===== config.mk =====
export PLATFORM = sky130hd
export DESIGN_NAME = ir_sched
export DESIGN_NICKNAME = d
export VERILOG_FILES = /design/src/rtl/ir_sched.sv
export SDC_FILE = /design/constraint.sdc
export NUM_CORES = 1
export LEC_CHECK = 0
export CAP_MARGIN = 20
export CORE_MARGIN = 2
export CORE_UTILIZATION = 35
export CTS_BUF_LIST = sky130_fd_sc_hd__clkbuf_4
export DETAILED_ROUTE_END_ITERATION = 10
export GPL_TIMING_DRIVEN = 0
export HOLD_SLACK_MARGIN = 0.06
export PLACE_DENSITY_LB_ADDON = 0.3
export SYNTH_ARGS = -nofsm -noshare
export SYNTH_HDL_FRONTEND = slang
export SYNTH_SLANG_ARGS = --single-unit

===== constraint.sdc =====
create_clock -name clk -period 6.4 [get_ports clk]
set_input_delay 1.28 -clock clk [delete_from_list [all_inputs] [get_ports clk]]
set_output_delay 1.28 -clock clk [all_outputs]
set_load 0.02 [all_outputs]

===== src/rtl/ir_sched.sv =====
// IR emitter strobe scheduler, receiver debouncer and center-line counter for the Knight drive path.
// Optional macro IR_TIMEOUT_EN adds a no-crossing strobe timeout that raises move_err.
module ir_sched #(
    parameter int EN_PERIOD       = 2048,
    parameter int EN_ON           = 256,
    parameter int DEB             = 2,
    parameter int TIMEOUT_STROBES = 64
) (
    input  logic       clk,
    input  logic       rst,
    input  logic       start,
    input  logic [2:0] num_sq,
    input  logic       abort,
    input  logic       lftIR_n,
    input  logic       cntrIR_n,
    input  logic       rghtIR_n,
    output logic       IR_en,
    output logic       busy,
    output logic       lft_rail,
    output logic       rght_rail,
    output logic [3:0] line_cnt,
    output logic       move_done,
    output logic       move_err
);
    localparam int PCW = $clog2(EN_PERIOD);

    typedef enum logic {IDLE, RUN} state_t;

    state_t         state_q;
    logic [PCW-1:0] pc_q, pc_d;
    logic [2:0]     sync1_q, sync2_q, present;
    logic [2:0]     deb_q, deb_d;
    logic [2:0]     agree_q [3];
    logic [2:0]     agree_d [3];
    logic [3:0]     target_q, line_q, lineInc;
    logic           irEn_q, done_q;
    logic           strobe, crossing, finish, timeout;

    // Channel order in all 3-bit vectors: [0] left, [1] center, [2] right.
    assign present  = ~sync2_q;
    assign strobe   = (state_q == RUN) && (pc_q == PCW'(EN_ON - 1));
    assign pc_d     = (pc_q == PCW'(EN_PERIOD - 1)) ? '0 : pc_q + 1'b1;
    assign crossing = strobe && !deb_q[1] && deb_d[1];
    assign lineInc  = (line_q == 4'd15) ? 4'd15 : line_q + 4'd1;
    assign finish   = crossing && (lineInc == target_q);

    always_comb begin
        deb_d = deb_q;
        for (int i = 0; i < 3; i++) begin
            agree_d[i] = agree_q[i];
        end
        if (strobe) begin
            for (int i = 0; i < 3; i++) begin
                if (present[i] == deb_q[i]) begin
                    agree_d[i] = '0;
                end else if (agree_q[i] == 3'(DEB - 1)) begin
                    deb_d[i]   = ~deb_q[i];
                    agree_d[i] = '0;
                end else begin
                    agree_d[i] = agree_q[i] + 3'd1;
                end
            end
        end
    end

    always_ff @(posedge clk) begin
        if (rst) begin
            sync1_q <= 3'b111;
            sync2_q <= 3'b111;
        end else begin
            sync1_q <= {rghtIR_n, cntrIR_n, lftIR_n};
            sync2_q <= sync1_q;
        end
    end

    // Any exit from RUN scrubs the strobe phase and debounce history; line count is kept for readback.
    always_ff @(posedge clk) begin
        if (rst) begin
            state_q  <= IDLE;
            pc_q     <= '0;
            irEn_q   <= 1'b0;
            deb_q    <= '0;
            agree_q  <= '{default: '0};
            target_q <= '0;
            line_q   <= '0;
            done_q   <= 1'b0;
        end else begin
            done_q <= 1'b0;
            case (state_q)
                IDLE: begin
                    if (start) begin
                        if (num_sq != 3'd0) begin
                            state_q  <= RUN;
                            target_q <= {num_sq, 1'b0};
                            line_q   <= '0;
                            pc_q     <= '0;
                            irEn_q   <= 1'b1;
                        end else begin
                            done_q <= 1'b1;
                        end
                    end
                end
                RUN: begin
                    if (crossing) begin
                        line_q <= lineInc;
                    end
                    if (abort || finish || timeout) begin
                        state_q <= IDLE;
                        pc_q    <= '0;
                        irEn_q  <= 1'b0;
                        deb_q   <= '0;
                        agree_q <= '{default: '0};
                        done_q  <= finish && !abort;
                    end else begin
                        pc_q    <= pc_d;
                        irEn_q  <= (pc_d < PCW'(EN_ON));
                        deb_q   <= deb_d;
                        agree_q <= agree_d;
                    end
                end
                default: state_q <= IDLE;
            endcase
        end
    end

`ifdef IR_TIMEOUT_EN
    localparam int TW = $clog2(TIMEOUT_STROBES + 1);

    logic [TW-1:0] strobeCnt_q;
    logic          err_q;

    assign timeout = strobe && !crossing && (strobeCnt_q == TW'(TIMEOUT_STROBES - 1));

    always_ff @(posedge clk) begin
        if (rst) begin
            strobeCnt_q <= '0;
            err_q       <= 1'b0;
        end else begin
            err_q <= timeout && !abort;
            if ((state_q != RUN) || crossing || timeout || abort) begin
                strobeCnt_q <= '0;
            end else if (strobe) begin
                strobeCnt_q <= strobeCnt_q + 1'b1;
            end
        end
    end

    assign move_err = err_q;
`else
    assign timeout  = 1'b0;
    assign move_err = 1'b0;
`endif

    assign IR_en     = irEn_q;
    assign busy      = (state_q == RUN);
    assign lft_rail  = deb_q[0];
    assign rght_rail = deb_q[2];
    assign line_cnt  = line_q;
    assign move_done = done_q;

endmodule


After elaboration in Yosys (flattened, before gate mapping):

Index checks and enable logic that the tools add are counted.

* register bits: 39
* input port bits: 10
* word-level logic and storage cells: 96
* output and inout port bits: 10

* order comparisons: 1
* bitwise operators: 5
* reduce and logical (&&, ||, !) cells: 18
* $add $sub $neg: 5
* eq/ne operators: 15
* muxes and demuxes: 38

Operators with widths (number)
* 2-to-1 mux 11 bit: 4
* 2-to-1 mux 3 bit: 8
* case mux 11 bit (2 select lines): 1
* 2-to-1 mux 9 bit: 2
* 2-to-1 mux 4 bit: 4
* 2-to-1 mux 1 bit: 15
* adder 11 x 1 -> 11 bit (second input constant): 1
* == test 11 bit (second input constant): 1
* == test 11 x 8 -> 1 bit (second input constant): 1
* less-than comparator 11 x 9 -> 1 bit (second input constant): 1
* adder 3 x 1 -> 3 bit (second input constant): 3
* == test 3 x 1 -> 1 bit (second input constant): 3
* case mux 4 bit (2 select lines): 1
* AND reduction 4 bit: 2
* inequality test 2 x 1 -> 1 bit (second input constant): 3
* case mux 1 bit (2 select lines): 3
* AND reduction 3 bit: 2
* nonzero test 2 bit: 3
* logical AND 1 bit: 5
* adder 4 x 1 -> 4 bit (second input constant): 1
* == test 4 bit: 1
* == test 4 bit (second input constant): 1
* inequality test 2 bit (second input constant): 2
* NOT 1 bit: 4
* other kinds (6): 10

Depth between registers and ports, before layout:

Gate-level depths: netlist (run 1).

* depth after elaboration: 9
* depth in mapped cells: 9
* depth with buffers taken out: 7

Worst setup path after synthesis (run 1):

No wires, ideal clock.

* path kind: in2reg
* start point: in num_sq[2]
* end point: reg pc_q[2]
* data arrival time: 2.421 ns
* setup time: 0.069 ns
* data required time: 6.331 ns
* stages on the path: 5
* slack: 3.910 ns
* path buffers: 0
* cells stage by stage: or3_1 > a21o_1 > nor2_1 > o21ai_0 > o21ai_1

* word-level cells in the longest chain between the ends: 3

Ends and longest elaborated chain
* start, declared: RTL line 12 `input logic [2:0] num_sq,`
* nonzero test 3 bit: RTL line 92 `if (num_sq != 3'd0) begin`
* inequality test 2 bit (no line)
* AND reduction 2 bit (no line)
* end signal, assigned: RTL line 115 `pc_q <= pc_d;`
* end, declared: RTL line 30 `logic [PCW-1:0] pc_q, pc_d;`

Every way passes these cells.
A chain may end at the register's enable or synchronous reset.

Final worst setup path (run 1):

Ends and elaborated chain as after synthesis.

==> flow_summary.json, run 1 <==
{
  "cts_tree": "yes",
  "placed_area_sq_um": 2231,
  "synth_flop_cell": "dfxtp_1",
  "finalMaxSlewViolations": 0,
  "critPathCapture": "pc_q[2]$_SDFFE_PP0P_",
  "cts_max_path_buffers": 2,
  "grt_pass1_wl_microns": 7307,
  "switching_power_mw": 0.1024,
  "synth_cell_types": 49,
  "r2r_slack_ns": 4.00,
  "die_height_microns": 79.04,
  "drive_gt1_share_pct": 9.811,
  "total_power_mw": 0.4112,
  "hold_buffers": 0,
  "die_x_microns": 79.04,
  "instances_no_fill": 337,
  "fin_area_sq_um": 2283,
  "tightest_slew_ns": 0.7219,
  "synth_fp_nets": 252,
  "initial_core_util_pct": 36.01,
  "power_density_nw_per_um2": 180.1,
  "routed_wl_microns": 4288,
  "cts_buffers": 5,
  "hold_violations": 0,
  "grt_usage_pct": 14.87,
  "grtUsageMet1_pct": 19.82,
  "synth-edff-count": 0,
  "fin_nets": 276,
  "crit_start": "num_sq[2]",
  "yosysWarnings": 0,
  "slew_headroom_pct": 51.70,
  "pwr-share-seq_pct": 60.8,
  "multi_input_area_sq_um": 1102,
  "power_leakage_nw": 0.7997,
  "drtPass1Iterations": 4,
  "die_area_sq_um": 6247,
  "overflow": 0,
  "seq_area_frac_synth_pct": 39.62,
  "avgSynthCellArea_sq_um": 8.211,
  "fmax_mhz": 340.9,
  "via_count": 1771,
  "place.detailed.hpwl_microns": 3049,
  "grt_max_degree": 12,
  "rsz0062_at_grt": "false",
  "r2r_start": "busy$_SDFF_PP0_",
  "async_reset_ff_share_pct": 0,
  "drc": 0,
  "grt.busiest_layer": "met2",
  "gp_congestion": 0.7974,
  "path_clk_slew_ns": 0.12,
  "grtUsageMet3_pct": 3.068,
  "grt_util_met2_pct": 23.14,
  "first_global_vias": 1605,
  "path_max_fanout": 10,
  "peakVddDrop_uv": 90.49,
  "cts_resized": 0,
  "worstSetupStartpointType": "input port",
  "regArea_sq_um": 780.7,
  "areaGrowthSynthToFinish_pct": 15.87,
  "crit_arrival_ns": 3.22,
  "rows": 27,
  "fin_crit_sh_pct": 45.83,
  "r2r-end": "pc_q[4]$_SDFFE_PP0P_",
  "antenna_cells": 0,
  "cts.sinks": 39,
  "pin_count": 20,
  "fin_skew_ns": 0.01515,
  "cts_setup_buffers": 0,
  "fillers": 582,
  "ys_ff_latch": 39,
  "min_path_type": "reg -> reg",
  "finalSetupViolCount": 0,
  "clock_latency_ns": 0.35,
  "clkPwrFrac_pct": 29.7,
  "drt-initial-drc-count": 102,
  "required_ns": 6.69,
  "hold_path_depth": 1,
  "core_sq_um": 5473,
  "status": "completed",
  "p_sw_share_pct": 24.89,
  "postSynthCellCount": 240,
  "wl_per_cell_microns": 12.72,
  "dp.cells": 329,
  "internal_power_mw": 0.3089,
  "vias_per_cell": 5.255,
  "period_needed_ns": 2.933,
  "cap_violations": 0,
  "h-tree-depth": 2,
  "synth.cell_area_sq_um": 1971,
  "ff2ff_path_depth": 9,
  "critPathKind": "in -> reg",
  "p_comb_share_pct": 9.5,
  "tns_ns": 0,
  "port_buffers": 17,
  "cts_root_buf": "clkbuf_4",
  "ant_nets": 0,
  "cp-end-kind": "flip-flop",
  "antenna_found_initial": 0
}
## flip-flops by register name (all words and copies together), names as in the netlist
register	flops
busy	1
move_done	1
line_cnt	4
pc_q	11
agree_q	9
sync2_q	3
deb_q	3
IR_en	1
sync1_q	3
target_q	3
## cell type report
cell class              count  area share [%]
repair buffers             17           7.452
clock buffers               6           1.973
inverters                   7           1.151
plain buffers               9           2.685
clock inverters             2          0.3288
multi-input cells         185           48.27
well taps                  72           3.945
flip-flops and latches     39           34.19
## worst max-delay path: stages
cell and delay [ns]:
clkdlybuf4s50_1 0.42, or3_1 0.43, a21o_1 0.21, nor2_1 0.55
o21ai_0 0.22, o21ai_1 0.11
## worst min-delay path by stage
stage | startpoint | end | slack [ns]
after global placement | sync1_q[1]$_SDFF_PP1_ | sync2_q[1]$_SDFF_PP1_ | 0.39
final | sync1_q[0]$_SDFF_PP1_ | sync2_q[0]$_SDFF_PP1_ | 0.40
after CTS | sync1_q[0]$_SDFF_PP1_ | sync2_q[0]$_SDFF_PP1_ | 0.41
after global routing | sync1_q[2]$_SDFF_PP1_ | sync2_q[2]$_SDFF_PP1_ | 0.44
after floorplan | sync1_q[0]$_SDFF_PP1_ | sync2_q[0]$_SDFF_PP1_ | 0.39
after detailed placement | sync1_q[1]$_SDFF_PP1_ | sync2_q[1]$_SDFF_PP1_ | 0.40
## metal layers
metal | share of wire [%] | vias up
li1 | - | 918
met1 | 49 | 814
met2 | 45 | 32
met3 | 4.5 | 7
met4 | 1.8 | 0
met5 | 0 | -
## cells by family (layout without fill, tap and decap cells)
family          count (synthesis)  count (layout)  share of synthesized area (%)
fa+ha+maj                       2               2                          1.270
flops                          39              39                          39.62
other cells                     1               1                         0.1903
mux                             3               3                          1.524
compound gates                 54              54                          19.24
simple gates                  120             120                          31.11
xor+xnor                        5               5                          2.604
buf+inv                        16              41                          4.444
## Yosys cell counts, types with 2 or more instances
library cell	instances	area share, %
a211o_1	2	0.89
a21o_1	3	1.1
a21oi_1	12	3.0
a22oi_1	3	1.1
a311oi_1	2	0.89
a31oi_1	9	2.9
and2_1	2	0.63
and3_1	4	1.3
buf_6	3	1.7
clkbuf_1	4	0.76
dfxtp_1	39	40
ha_1	2	1.3
inv_1	7	1.3
mux2i_1	3	1.5
nand2_1	29	5.5
nand2b_1	3	0.95
nand3_1	25	6.3
nand4_1	6	1.9
nor2_1	22	4.2
nor2b_1	2	0.63
nor3_1	7	1.8
nor4b_1	2	0.89
o21ai_0	6	1.5
o21ai_1	6	1.5
o22ai_1	2	0.63
o32a_1	2	1.0
or2_2	8	2.5
or3_1	2	0.63
xor2_1	3	1.3
## placed cells by master (no fill, tap or decap), types with 6 or more instances in the layout
master	n
a21oi_1	12
nand4_1	6
nor3_1	7
clkdlybuf4s50_1	17
inv_1	7
nor2_1	22
o21ai_0	6
nand3_1	25
o21ai_1	6
dfxtp_1	39
a31oi_1	9
or2_2	8
nand2_1	29
clkbuf_4	6
## power groups by stage
stage	Clock, mW	Combinational [mW]	Sequential, mW
2_1_floorplan	0	0.0232	0.257
3_3_place_gp	0	0.0387	0.256
5_1_grt	0.140	0.0425	0.251
6_report	0.122	0.0390	0.250
4_1_cts	0.127	0.0391	0.250
3_5_place_dp	0	0.0389	0.256
## stage by stage
step	setup WS [ns]	utilization, %	hold slack, ns
2_1_floorplan	3.910	-	0.3895
3_3_place_gp	3.136	40.76	0.3908
3_5_place_dp	3.141	40.76	0.3960
4_1_cts	3.505	41.72	0.4100
5_1_grt	3.357	41.72	0.4354
6_report	3.467	41.72	0.4014
Note: power is estimated with default switching activity, not from simulation.
==> run 2: changes to the inputs <==
==> constraint.sdc (replaced) <==
create_clock -name clk -period 2.6 [get_ports clk]
set_input_delay 0.52 -clock clk [delete_from_list [all_inputs] [get_ports clk]]
set_output_delay 0.52 -clock clk [all_outputs]
set_load 0.02 [all_outputs]
==> results of run 2 <==
Same layout as run 1 (identical final DEF). Status: completed.
Main changes from that run: setup slack after placement 3.141 ns -> 0.1015 ns; setup slack after layout 3.467 ns -> 0.1984 ns; start point of the critical path num_sq[2] -> busy$_SDFF_PP0_; end point of the critical path pc_q[2]$_SDFFE_PP0P_ -> pc_q[4]$_SDFFE_PP0P_; register-to-register setup slack 4.00 ns -> 0.20 ns; total power 0.4112 mW -> 1.012 mW; worst IR drop on VDD 90.49 uV -> 222.7 uV
==> run 3: changes to the inputs <==
--- a/config.mk
+++ b/config.mk
@@ -9,10 +9,12 @@
 export CORE_MARGIN = 2
 export CORE_UTILIZATION = 35
 export CTS_BUF_LIST = sky130_fd_sc_hd__clkbuf_4
+export CTS_CLUSTER_SIZE = 20
 export DETAILED_ROUTE_END_ITERATION = 10
 export GPL_TIMING_DRIVEN = 0
 export HOLD_SLACK_MARGIN = 0.06
 export PLACE_DENSITY_LB_ADDON = 0.3
+export SKIP_CTS_REPAIR_TIMING = 1
 export SYNTH_ARGS = -nofsm -noshare
 export SYNTH_HDL_FRONTEND = slang
 export SYNTH_SLANG_ARGS = --single-unit
==> results of run 3 <==
Same layout as run 1 (identical final DEF). Status: completed.
Main changes from that run: setup slack after placement 3.141 ns -> 0.1015 ns; setup slack after layout 3.467 ns -> 0.1984 ns; start point of the critical path num_sq[2] -> busy$_SDFF_PP0_; end point of the critical path pc_q[2]$_SDFFE_PP0P_ -> pc_q[4]$_SDFFE_PP0P_; register-to-register setup slack 4.00 ns -> 0.20 ns; total power 0.4112 mW -> 1.012 mW; worst IR drop on VDD 90.49 uV -> 222.7 uV
